$ cat src/rtl/program_memory_pkg.sv
// Shared types and constants for the instruction-fetch program memory.
// Holds the state encoding, the default fill byte and the processor fetch width.
package program_memory_pkg;

    localparam int FETCH_W = 8;
    localparam logic [FETCH_W-1:0] DEFAULT_FILL = 8'h00;

    typedef enum logic [1:0] {
        ST_CLEAR   = 2'd0,
        ST_LOAD    = 2'd1,
        ST_RELEASE = 2'd2,
        ST_RUN     = 2'd3
    } pm_state_t;

endpackage

$ cat src/rtl/program_memory_instr_ram.sv
// DEPTH x 8 instruction RAM: one synchronous write port, one asynchronous read port.
// Contents are not reset; the owner rewrites every word before use.
module program_memory_instr_ram #(
    parameter int DEPTH = 32,
    parameter int AW    = 5
) (
    input  logic          clk,
    input  logic          we,
    input  logic [AW-1:0] waddr,
    input  logic [7:0]    wdata,
    input  logic [AW-1:0] raddr,
    output logic [7:0]    rdata
);

    logic [7:0] mem [DEPTH];

    always_ff @(posedge clk) begin
        if (we) begin
            mem[waddr] <= wdata;
        end
    end

    assign rdata = mem[raddr];

endmodule

$ cat src/rtl/program_memory.sv
// Program memory for the processor's instruction fetch: clears itself, accepts a program
// byte stream, then releases the processor from reset and serves combinational fetches.
module program_memory
    import program_memory_pkg::*;
#(
    parameter int          DEPTH = 32,
    parameter logic [7:0]  FILL  = DEFAULT_FILL
) (
    input  logic       origclk,
    input  logic       reset,
    input  logic       load_start,
    input  logic       load_valid,
    input  logic [7:0] load_data,
    input  logic       load_last,
    output logic       load_ready,
    input  logic [7:0] pc,
    output logic [7:0] instruction,
    output logic       cpu_reset,
    output logic       running,
    output logic [7:0] prog_len,
    output logic       overflow_err,
    output logic [1:0] state_dbg
);

    localparam int            AW       = (DEPTH > 1) ? $clog2(DEPTH) : 1;
    localparam logic [8:0]    DEPTH_W  = 9'(DEPTH);
    localparam logic [AW-1:0] LAST_IDX = AW'(DEPTH - 1);

    pm_state_t     state;
    pm_state_t     next_state;
    logic [AW-1:0] clr_ptr;
    logic [8:0]    wr_ptr;
    logic          accept;
    logic          has_room;
    logic          pc_in_range;
    logic          ram_we;
    logic [AW-1:0] ram_waddr;
    logic [7:0]    ram_wdata;
    logic [7:0]    ram_rdata;

    // Load handshake: a byte transfers on a rising edge where load_valid && load_ready;
    // load_ready is high only in LOAD, and the loader may hold or change data freely otherwise.
    assign accept      = load_valid && load_ready;
    assign has_room    = wr_ptr < DEPTH_W;
    assign pc_in_range = {1'b0, pc} < DEPTH_W;

    assign load_ready  = (state == ST_LOAD);
    assign running     = (state == ST_RUN);
    assign cpu_reset   = (state != ST_RUN);
    assign state_dbg   = state;
    assign instruction = (running && pc_in_range) ? ram_rdata : FILL;

    always_comb begin
        next_state = state;
        ram_we     = 1'b0;
        ram_waddr  = clr_ptr;
        ram_wdata  = FILL;
        case (state)
            ST_CLEAR: begin
                ram_we = 1'b1;
                if (clr_ptr == LAST_IDX) begin
                    next_state = ST_LOAD;
                end
            end
            ST_LOAD: begin
                if (accept && has_room) begin
                    ram_we    = 1'b1;
                    ram_waddr = wr_ptr[AW-1:0];
                    ram_wdata = load_data;
                end
                if (accept && load_last) begin
                    next_state = ST_RELEASE;
                end
            end
            ST_RELEASE: next_state = ST_RUN;
            ST_RUN: begin
                if (load_start) begin
                    next_state = ST_CLEAR;
                end
            end
            default: next_state = ST_CLEAR;
        endcase
    end

    always_ff @(posedge origclk or posedge reset) begin
        if (reset) begin
            state        <= ST_CLEAR;
            clr_ptr      <= '0;
            wr_ptr       <= '0;
            prog_len     <= '0;
            overflow_err <= 1'b0;
        end else begin
            state <= next_state;
            case (state)
                ST_CLEAR: begin
                    clr_ptr <= clr_ptr + AW'(1);
                    wr_ptr  <= '0;
                end
                ST_LOAD: begin
                    if (accept) begin
                        // Once full, further bytes are dropped and the pointer saturates.
                        if (has_room) begin
                            wr_ptr <= wr_ptr + 9'd1;
                        end else begin
                            overflow_err <= 1'b1;
                        end
                        if (load_last) begin
                            prog_len <= has_room ? 8'(wr_ptr + 9'd1) : wr_ptr[7:0];
                        end
                    end
                end
                ST_RUN: begin
                    if (load_start) begin
                        clr_ptr      <= '0;
                        wr_ptr       <= '0;
                        overflow_err <= 1'b0;
                    end
                end
                default: ;
            endcase
        end
    end

    program_memory_instr_ram #(
        .DEPTH (DEPTH),
        .AW    (AW)
    ) u_ram (
        .clk   (origclk),
        .we    (ram_we),
        .waddr (ram_waddr),
        .wdata (ram_wdata),
        .raddr (pc[AW-1:0]),
        .rdata (ram_rdata)
    );

endmodule

$ cat config.mk
export PLATFORM = sky130hd
export DESIGN_NAME = program_memory
export DESIGN_NICKNAME = d
export VERILOG_FILES = /design/src/rtl/program_memory_pkg.sv /design/src/rtl/program_memory_instr_ram.sv /design/src/rtl/program_memory.sv
export SDC_FILE = /design/constraint.sdc
export NUM_CORES = 1
export LEC_CHECK = 0
export ABC_AREA = 1
export ABC_CLOCK_PERIOD_IN_PS = 6800
export CORE_UTILIZATION = 26
export DETAILED_ROUTE_END_ITERATION = 8
export DONT_BUFFER_PORTS = 1
export PLACE_DENSITY_LB_ADDON = 0.15
export SYNTH_ARGS = -nofsm -noshare
export SYNTH_HDL_FRONTEND = slang
export SYNTH_SLANG_ARGS = --single-unit
$ cat constraint.sdc
create_clock -name origclk -period 6.8 [get_ports origclk]
set_input_delay 1.02 -clock origclk [delete_from_list [all_inputs] [get_ports origclk]]
set_output_delay 1.02 -clock origclk [all_outputs]
set_load 0.05 [all_outputs]
==> impl_metrics.json <==
{
  "outcome": "complete, no violations",
  "wl_met2_um": 15350,
  "synth-edff-count": 256,
  "ant_nets": 0,
  "ctsHoldBuffers": 0,
  "cts_tree": "yes",
  "worstPathArrival_ns": 3.91,
  "antenna_found_initial": 0,
  "post_cts_buffers": 0,
  "clock_path_buffers": 3,
  "first_pass_iters": 5,
  "synth_flop_cell": "edfxtp_1",
  "first_iter_violations": 486,
  "synth_cell_types": 31,
  "die_h_um": 216.0,
  "routed.top_layer": "met4",
  "vdd_drop_max_mv": 0.2171,
  "tritoncts.num_buffers": 35,
  "routedWlPerCell_um": 19.54,
  "area_delta_synth_final_pct": 14.19,
  "dp_hpwl_um": 19120,
  "overflow": 0,
  "syn-cell-area_um2": 11900,
  "rows": 78,
  "place_area_um2": 12510,
  "cts.repair.resized": 0,
  "finalSetupTns_ns": 0,
  "clk_latency_ns": 0.53,
  "grt_pass1_vias": 7720,
  "critPathMaxFanout": 8,
  "antenna_cells": 0,
  "ys_seq_area_frac": 0.6984,
  "die_area_um2": 46640,
  "nets": 1115,
  "h-tree-depth": 2,
  "ys_ff_latch": 281,
  "wl_um": 33440,
  "coreArea_um2": 45280,
  "worst_pin_slew_ns": 1.086,
  "power_per_cell_area_nw_per_um2": 334.8,
  "route.detailed.drc": 0,
  "io_pins": 43,
  "slew_headroom": 0.2750,
  "fin_skew_ns": 0.01319,
  "post-route-period-util": 0.7247,
  "routed-wl-met3_um": 1660,
  "synth_cells": 1097,
  "wl_met1_um": 15830,
  "design_area_um2": 13590,
  "hold_viol_final": 0,
  "end_kind": "output port",
  "rsz0062_at_grt": "false",
  "track_usage": 0.1452,
  "cap_violations": 0,
  "min_period_ns": 4.928,
  "clock_sinks": 281,
  "ys_warn_count": 0,
  "start_util": 0.2628,
  "syn_area_per_cell_um2": 10.85,
  "clock-root-buffer": "clkbuf_16",
  "grt_pass1_wl_um": 50190,
  "die_x_um": 216.0,
  "syn-num-nets": 1125,
  "whs_ns": 0.5028,
  "clk_pin_slew_ns": 0.05,
  "hold_path_class": "reg2reg",
  "async_reset_ff_frac": 0.08897,
  "power_leakage_uw": 0.004988,
  "start_kind": "flop",
  "gp_congestion": 0.7768,
  "setup-violations-final": 0,
  "cp.required_ns": 5.78,
  "finalMaxSlewViolations": 0,
  "via_per_inst": 4.529,
  "fmax_mhz": 202.9,
  "drive_above_1_share": 0.06751,
  "critPathKind": "reg2out",
  "grt_max_degree": 130,
  "portBuffers": 0,
  "vias": 7749
}
[flip-flops by register name, indices dropped and copies added (netlist names)]
| register | cells |
|---|---|
| prog_len | 8 |
| state_dbg | 2 |
| clr_ptr | 5 |
| wr_ptr | 9 |
| overflow_err | 1 |
| u_ram.mem | 256 |
[metrics by stage]
stage / std cells / utilization / worst slack [ns] / power [µW]
final: 1711 / 0.3001 / 1.872 / 4551
after global placement: 1650 / 0.2762 / 2.221 / 2834
after detailed placement: 1650 / 0.2762 / 2.207 / 2834
after CTS: 1711 / 0.3001 / 1.846 / 4615
after floorplan: 1097 / - / 2.789 / 2613
after global routing: 1711 / 0.3001 / 1.679 / 4751
[power breakdown]
group	total, µW	leakage (µW)	switching [µW]	internal [µW]
clock network	1770	0.000526	704	1060
logic	635	0.00175	498	137
registers	2150	0.00272	113	2040
total	4550	0.00499	1310	3240
[critical path: stages, from the launching register on]
cell and delay, ns:
dfrtp_1 0.69, ha_1 0.67, inv_1 0.45, nor4_2 0.40, buf_4 0.27, nand2_1 0.10, nor2_1 0.78
[synthesized netlist by cell type, drive strengths merged, types with 2 or more instances]
library cell / count / area (µm²)
nand3: 177 / 900.9
nand2: 353 / 1348
buf: 41 / 207.7
xor2: 3 / 26.28
ha: 7 / 87.58
inv: 39 / 146.4
a21oi: 6 / 30.03
o211ai: 2 / 15.01
nor2: 114 / 437.9
clkbuf: 14 / 52.55
o22ai: 3 / 18.77
dfrtp: 25 / 625.6
o21ai: 50 / 261.5
edfxtp: 256 / 7687
[cell families after synthesis]
group / share of synthesized area
AND/OR/NAND/NOR: 0.2277
flip-flops: 0.6984
buffers and inverters: 0.03416
AO/OA/AOI/OAI: 0.02943
adder cells (fa/ha/maj): 0.007358
XOR/XNOR: 0.002944
[cells in the final DEF (no fill, tap or decap), drive strengths merged]
cell      n
bufinv    1
nor3      1
buf       8
nand4     1
xor2      3
nand3   177
nand2   353
clkbuf   49
edfxtp  256
a21oi     6
inv      38
o22ai     3
o21bai    1
xnor2     1
dfrtp    25
a22o      1
ha        7
nor2    114
a32oi     1
o21ai    50
clkinv   12
nor4      1
o211ai    2
[area by class of cell]
class                           instances  area, µm²
Multi-Input combinational cell        722       3223
Clock inverter                         12      82.58
Clock buffer                           49       1002
Timing Repair Buffer                    8      72.57
Tap cell                              600      750.7
Inverter                               39      147.6
Sequential cell                       281       8313
Fill cell                            4697      31690
[worst paths after layout]
path,depth (start not counted),end,start,slack [ns]
min,2,wr_ptr[8],wr_ptr[8],0.50
min in group asynchronous,1,prog_len[1],reset,0.60
max,6,instruction[4],state_dbg[0],1.87
max reg2reg,8,u_ram.mem[8][7],state_dbg[1],2.47
max in group asynchronous,1,clr_ptr[2],reset,5.60
min reg2reg,2,wr_ptr[8],wr_ptr[8],0.50
[metal layers]
layer | GRT usage | vias up
met5 | 0 | -
met4 | 0.03897 | 0
met3 | 0.02988 | 49
met2 | 0.2275 | 179
met1 | 0.2032 | 3781
li1 | - | 3740
Power figures use the tool's default switching activity.
